File: config.mk
export PLATFORM = sky130hd
export DESIGN_NAME = tone_sequencer_flat
export DESIGN_NICKNAME = d
export VERILOG_FILES = /design/src/rtl/tone_seq_pkg.sv /design/src/rtl/tone_sequencer_if.sv /design/src/rtl/tone_tick_gen.sv /design/src/rtl/tone_sequencer.sv /design/src/flat_wrapper.sv
export SDC_FILE = /design/constraint.sdc
export NUM_CORES = 1
export LEC_CHECK = 0
export CORE_MARGIN = 8
export CORE_UTILIZATION = 32
export CTS_BUF_LIST = sky130_fd_sc_hd__clkbuf_8
export DETAILED_ROUTE_END_ITERATION = 12
export PLACE_DENSITY = 0.49
export SYNTH_ARGS = -nofsm -noshare
export SYNTH_HDL_FRONTEND = slang
export SYNTH_SLANG_ARGS = --single-unit
File: constraint.sdc
create_clock -name clk -period 7.2 [get_ports clk]
set_input_delay 1.44 -clock clk [delete_from_list [all_inputs] [get_ports clk]]
set_output_delay 1.44 -clock clk [all_outputs]
set_load 0.1 [all_outputs]
File: src/rtl/tone_seq_pkg.sv
// Shared types and note-table field layout for the tone sequencer.
// Entry layout, LSB first: dur[DUR_W], sel[3], rest, last.
package tone_seq_pkg;

    typedef enum logic [2:0] {
        S_IDLE,
        S_FETCH,
        S_PLAY,
        S_GAP,
        S_DONE
    } state_t;

    localparam int DUR_LSB = 0;

    function automatic int SEL_LSB(input int dur_w);
        return DUR_LSB + dur_w;
    endfunction

    function automatic int REST_BIT(input int dur_w);
        return SEL_LSB(dur_w) + 3;
    endfunction

    function automatic int LAST_BIT(input int dur_w);
        return REST_BIT(dur_w) + 1;
    endfunction

    function automatic int ENTRY_W(input int dur_w);
        return LAST_BIT(dur_w) + 1;
    endfunction

endpackage

File: src/rtl/tone_sequencer_if.sv
// Control/register side of the tone sequencer: playback control,
// note-table write port and status back to the register block.
interface tone_sequencer_if
    import tone_seq_pkg::*;
#(
    parameter int AW = 4,
    parameter int EW = ENTRY_W(8)
);
    logic          start;
    logic          stop;
    logic          loop;
    logic          wr_en;
    logic [AW-1:0] wr_addr;
    logic [EW-1:0] wr_data;
    logic          busy;
    logic          done;
    logic [AW-1:0] note_idx;

    modport master (
        output start, stop, loop, wr_en, wr_addr, wr_data,
        input  busy, done, note_idx
    );

    modport slave (
        input  start, stop, loop, wr_en, wr_addr, wr_data,
        output busy, done, note_idx
    );
endinterface

File: src/rtl/tone_tick_gen.sv
// Prescaler producing a one-cycle tick every DIV cycles while run=1.
// clr restarts the count so the next tick is a full period away.
module tone_tick_gen #(
    parameter int DIV = 10
) (
    input  logic clk,
    input  logic rst,
    input  logic clr,
    input  logic run,
    output logic tick
);
    localparam int CW = (DIV > 1) ? $clog2(DIV) : 1;

    logic [CW-1:0] cnt_q;
    logic          term;

    assign term = cnt_q == CW'(DIV - 1);
    assign tick = run && term;

    always_ff @(posedge clk or posedge rst) begin
        if (rst) begin
            cnt_q <= '0;
        end else if (clr) begin
            cnt_q <= '0;
        end else if (run) begin
            cnt_q <= term ? '0 : cnt_q + CW'(1);
        end
    end
endmodule

File: src/rtl/tone_sequencer.sv
// Tone sequencer: steps a writable note table onto the tone path sel/en.
// Optional macro TONE_SEQ_PAUSE_EN adds a pause input that freezes a note.
module tone_sequencer
    import tone_seq_pkg::*;
#(
    parameter int CLK_HZ    = 100000000,
    parameter int TICK_HZ   = 100,
    parameter int DEPTH     = 16,
    parameter int DUR_W     = 8,
    parameter int GAP_TICKS = 2
) (
    input  logic           clk,
    input  logic           rst,
`ifdef TONE_SEQ_PAUSE_EN
    input  logic           pause,
`endif
    tone_sequencer_if.slave bus,
    output logic [2:0]     sel,
    output logic           en
);
    localparam int AW = $clog2(DEPTH);
    localparam int EW = ENTRY_W(DUR_W);
    localparam int SL = SEL_LSB(DUR_W);
    localparam int RB = REST_BIT(DUR_W);
    localparam int LB = LAST_BIT(DUR_W);
    localparam int GW = (GAP_TICKS > 0) ? $clog2(GAP_TICKS + 1) : 1;

    state_t         state_q, state_d, adv_st;
    logic [AW-1:0]  idx_q, idx_d, adv_idx;
    logic           fph_q;
    logic [EW-1:0]  mem [DEPTH];
    logic [EW-1:0]  rd_q;
    logic [DUR_W-1:0] dcnt_q;
    logic [GW-1:0]  gcnt_q;
    logic [2:0]     sel_q;
    logic           last_q, mute_q;
    logic           hold, run, tick, clr;
    logic           play_end, gap_end;

`ifdef TONE_SEQ_PAUSE_EN
    assign hold = pause && (state_q == S_PLAY || state_q == S_GAP);
`else
    assign hold = 1'b0;
`endif

    assign run = (state_q == S_PLAY || state_q == S_GAP) && !hold;
    assign clr = state_d != state_q;

    tone_tick_gen #(
        .DIV(CLK_HZ / TICK_HZ)
    ) u_tick (
        .clk (clk),
        .rst (rst),
        .clr (clr),
        .run (run),
        .tick(tick)
    );

    assign play_end = !hold &&
        (dcnt_q == '0 || (tick && dcnt_q == DUR_W'(1)));
    assign gap_end = tick && gcnt_q == GW'(1);

    always_comb begin
        adv_st  = S_FETCH;
        adv_idx = idx_q + AW'(1);
        if (last_q || idx_q == AW'(DEPTH - 1)) begin
            adv_st  = bus.loop ? S_FETCH : S_DONE;
            adv_idx = bus.loop ? '0 : idx_q;
        end
    end

    always_comb begin
        state_d = state_q;
        idx_d   = idx_q;
        unique case (state_q)
            S_IDLE: begin
                if (bus.start) begin
                    state_d = S_FETCH;
                    idx_d   = '0;
                end
            end
            S_FETCH: begin
                if (fph_q) state_d = S_PLAY;
            end
            S_PLAY: begin
                if (play_end) begin
                    if (GAP_TICKS == 0) begin
                        state_d = adv_st;
                        idx_d   = adv_idx;
                    end else begin
                        state_d = S_GAP;
                    end
                end
            end
            S_GAP: begin
                if (gap_end) begin
                    state_d = adv_st;
                    idx_d   = adv_idx;
                end
            end
            S_DONE:  state_d = S_IDLE;
            default: state_d = S_IDLE;
        endcase
        if (bus.stop) begin
            state_d = S_IDLE;
            idx_d   = idx_q;
        end
    end

    // Table RAM: first FETCH cycle issues the read, second latches fields
    always_ff @(posedge clk) begin
        if (bus.wr_en) mem[bus.wr_addr] <= bus.wr_data;
        if (state_q == S_FETCH && !fph_q) rd_q <= mem[idx_q];
    end

    always_ff @(posedge clk or posedge rst) begin
        if (rst) begin
            state_q <= S_IDLE;
            idx_q   <= '0;
            fph_q   <= 1'b0;
            dcnt_q  <= '0;
            gcnt_q  <= '0;
            sel_q   <= '0;
            last_q  <= 1'b0;
            mute_q  <= 1'b0;
        end else begin
            state_q <= state_d;
            idx_q   <= idx_d;
            fph_q   <= state_q == S_FETCH && state_d == S_FETCH;
            if (state_q == S_FETCH && state_d == S_PLAY) begin
                sel_q  <= rd_q[SL +: 3];
                last_q <= rd_q[LB];
                dcnt_q <= rd_q[DUR_LSB +: DUR_W];
                mute_q <= rd_q[RB] || rd_q[DUR_LSB +: DUR_W] == '0;
            end else if (state_q == S_PLAY && tick && dcnt_q != '0) begin
                dcnt_q <= dcnt_q - DUR_W'(1);
            end
            if (state_q != S_GAP && state_d == S_GAP) begin
                gcnt_q <= GW'(GAP_TICKS);
            end else if (state_q == S_GAP && tick) begin
                gcnt_q <= gcnt_q - GW'(1);
            end
        end
    end

    assign sel          = sel_q;
    assign en           = state_q == S_PLAY && !mute_q && !hold;
    assign bus.busy     = state_q != S_IDLE;
    assign bus.done     = state_q == S_DONE;
    assign bus.note_idx = idx_q;
endmodule

File: src/flat_wrapper.sv
// flat-port wrapper written by rule: the top's interface ports become plain ports
module tone_sequencer_flat import tone_seq_pkg::*;
#(
    parameter int CLK_HZ    = 100000000,
    parameter int TICK_HZ   = 100,
    parameter int DEPTH     = 16,
    parameter int DUR_W     = 8,
    parameter int GAP_TICKS = 2
)
  (clk, rst, sel, en, bus_start, bus_stop, bus_loop, bus_wr_en, bus_wr_addr, bus_wr_data, bus_busy, bus_done, bus_note_idx);
  tone_sequencer_if #(.AW(4), .EW(13)) bus_i ();
  input  logic clk;
  input  logic rst;
  output logic [2:0] sel;
  output logic en;
  input wire logic [$bits(bus_i.start)-1:0] bus_start;
  input wire logic [$bits(bus_i.stop)-1:0] bus_stop;
  input wire logic [$bits(bus_i.loop)-1:0] bus_loop;
  input wire logic [$bits(bus_i.wr_en)-1:0] bus_wr_en;
  input wire logic [$bits(bus_i.wr_addr)-1:0] bus_wr_addr;
  input wire logic [$bits(bus_i.wr_data)-1:0] bus_wr_data;
  output wire logic [$bits(bus_i.busy)-1:0] bus_busy;
  output wire logic [$bits(bus_i.done)-1:0] bus_done;
  output wire logic [$bits(bus_i.note_idx)-1:0] bus_note_idx;
  assign bus_i.start = bus_start;
  assign bus_i.stop = bus_stop;
  assign bus_i.loop = bus_loop;
  assign bus_i.wr_en = bus_wr_en;
  assign bus_i.wr_addr = bus_wr_addr;
  assign bus_i.wr_data = bus_wr_data;
  assign bus_busy = bus_i.busy;
  assign bus_done = bus_i.done;
  assign bus_note_idx = bus_i.note_idx;
  tone_sequencer #(.CLK_HZ(CLK_HZ), .TICK_HZ(TICK_HZ), .DEPTH(DEPTH), .DUR_W(DUR_W), .GAP_TICKS(GAP_TICKS)) u_core (.clk(clk), .rst(rst), .bus(bus_i), .sel(sel), .en(en));
endmodule
==> reports/metrics.cfg <==
[timing]
slew_viol_final = 0
hold_ws_ns = 0.448
max_slew_margin_pct = 30.3
setup-violations-final = 0
max_freq_mhz = 218
tns_ns = 0
finalCritPeriodShare_pct = 63.6
min_period_ns = 4.58
clock_skew_ns = 0.0108
tightest_slew_ns = 1.04
hold_viol_final = 0
rsz0062_at_grt = false

[drt]
avgViaCountPerCell = 4.96
drt_iter0_drc = 360
num_vias = 5839
routed_wl_um = 24700
ant_nets = 0
avgRoutedWirePerCell_um = 21.0
first_pass_iters = 4
drc = 0

[yosys]
synthesis.nets = 647
synth_cell_types = 57
netlist_area_um2 = 10900
async_reset_ff_share_pct = 16.3
synth_edf_count = 221
synth_cells = 619
yosys_most_used_dff = edfxtp_1
synth_area_per_cell_um2 = 17.6
ys_ff_latch = 264
synth.yosys.seq_area_share_pct = 70.8
ys.warnings.count = 0

[global_routing]
grt_pass1_vias = 6236
grt_remaining_overflow = 0
grt_max_degree = 57
grt_usage_pct = 12.1
grt_antenna_before_repair = 0
grt_first_pass_wirelength_um = 37800

[clock_network]
post_cts_buffers = 0
root_buffer = clkbuf_8
postCtsHoldBufs = 0
ctsResizeCount = 0
cts_tree = done
clockBufferDepth = 3
clock_latency_ns = 0.54
numCtsBuffers = 46
cts_sinks = 264
clkTransAtPathRegs_ns = 0.06
cts_htree_levels = 2

[power_and_ir_drop]
leakage_nw = 4.14
vdd_drop_max_mv = 0.140
p_per_area_nw_per_um2 = 257

[placement]
portBuffers = 32
hpwl_um = 15200
gp_congestion = 0.784
dp.cells = 1093

[setup_path]
path_buf_inv = 1
arrival_ns = 3.14
cp_slowest_stage_delay_ns = 1.15
worstPathRequired_ns = 5.76
crit_fanout = 15
crit_chain = nor2b_1, nand2_1, nor2_1, clkdlybuf4s50_1
cp_num_cells = 4
crit_type = flip-flop to primary output
cp_top_family = buffers and inverters
worst_setup_path_end_kind = primary output
r2r_cells = 3
startpoint_type = flip-flop
crit_slowest_cell = clkdlybuf4s50_1

[floorplanning]
initial_core_util_pct = 32.5
coreArea_um2 = 33500
io_pins = 33
die_h_um = 200
rows = 67
fp.dieW_um = 200
die_area_um2 = 40200

[finish]
nNetsFinal = 721
layout_common_cells = edfxtp_1, mux4_2, clkbuf_8
register_area_um2 = 7720
num_antenna_cells = 0
area_growth_syn_to_layout_pct = 16.5
fillCellCount = 3103
multi_input_area_um2 = 3040
final_common_cell = edfxtp_1
drive_above_1_share_pct = 21.0
layout.cells.non_filler = 1177

[run]
max_cap_violations = 0

[hold_path]
hold_depth = 2
hp-class = flip-flop to flip-flop

[status]
status = complete, no violations

## metal layers
layer	up-vias	share of wire [%]	global-route usage [%]
li1	2641	-	-
met1	3038	46	16.2
met2	119	48	19.5
met3	41	3.5	2.50
met4	0	2.2	3.89
met5	-	0	0
## stage by stage
step | total power, mW | cell area (um^2) | util [%] | worst slack [ns]
after floorplan | 1.93 | 10900 | - | 2.93
after global placement | 2.02 | 11800 | 35.3 | 3.33
after detailed placement | 2.03 | 11800 | 35.3 | 3.20
after CTS | 3.31 | 12700 | 37.8 | 2.58
after global routing | 3.39 | 12700 | 37.8 | 2.48
final | 3.26 | 12700 | 37.8 | 2.62
## worst paths after layout
path / startpoint / endpoint / slack, ns
min in group asynchronous: rst / u_core.u_tick.cnt_q[19] / 1.32
setup / recovery: u_core.state_q[1] / en / 2.62
max in group asynchronous: rst / u_core.bus.note_idx[0] / 5.42
hold / removal: u_core.rd_q[8] / u_core.sel[0] / 0.45
hold reg to reg: u_core.rd_q[8] / u_core.sel[0] / 0.45
setup reg to reg: u_core.bus.note_idx[0] / u_core.rd_q[3] / 4.38
## where the power goes
| part | switching, mW | internal (mW) | total [mW] |
|---|---|---|---|
| logic | 0.152 | 0.0763 | 0.228 |
| registers | 0.0483 | 1.72 | 1.77 |
| clock network | 0.595 | 0.669 | 1.26 |
| total | 0.795 | 2.47 | 3.26 |
## state kept, by name, summed over array words and instances (netlist names)
register	count
u_core.bus.note_idx	4
u_core.dcnt_q	8
u_core.fph_q	1
u_core.gcnt_q	2
u_core.last_q	1
u_core.mem	208
u_core.mute_q	1
u_core.rd_q	13
u_core.sel	3
u_core.state_q	3
u_core.u_tick.cnt_q	20
## cells in the mapped netlist, types with 6 or more instances
cell,instances,area (um^2)
a21oi_1,12,60.1
clkbuf_1,17,63.8
dfrtp_1,43,1080
edfxtp_1,221,6640
inv_1,12,45.0
mux4_2,65,1460
nand2_1,39,146
nand3_1,16,80.1
nand4_1,9,56.3
nor2_1,40,150
nor2b_1,6,37.5
nor3_1,9,45.0
nor4_1,7,43.8
o211ai_1,6,45.0
o21ai_0,8,40.0
xnor2_1,8,70.1
xor2_1,10,87.6
## kinds of logic (layout without fill, tap and decap cells)
family | after synthesis | after routing | synth area share [%]
compound gates | 53 | 53 | 3.43
xor+xnor | 18 | 18 | 1.45
fa+ha+maj | 5 | 5 | 0.575
buf+inv | 38 | 148 | 1.44
flops | 264 | 264 | 70.8
mux | 70 | 70 | 13.9
simple gates | 171 | 171 | 8.36
## tightest hold or removal path: stages (launching register included)
cell and delay (ns):
edfxtp_1 0.32, nand2_1 0.05, nand2_1 0.05
## cell type report
class | instances | area share (%)
Timing Repair Buffer | 52 | 3.71
Clock buffer | 46 | 4.99
Multi-Input combinational cell | 317 | 24.0
Inverter | 12 | 0.355
Tap cell | 448 | 4.42
Clock inverter | 38 | 1.71
Sequential cell | 264 | 60.9
Power figures use the tool's default switching activity.
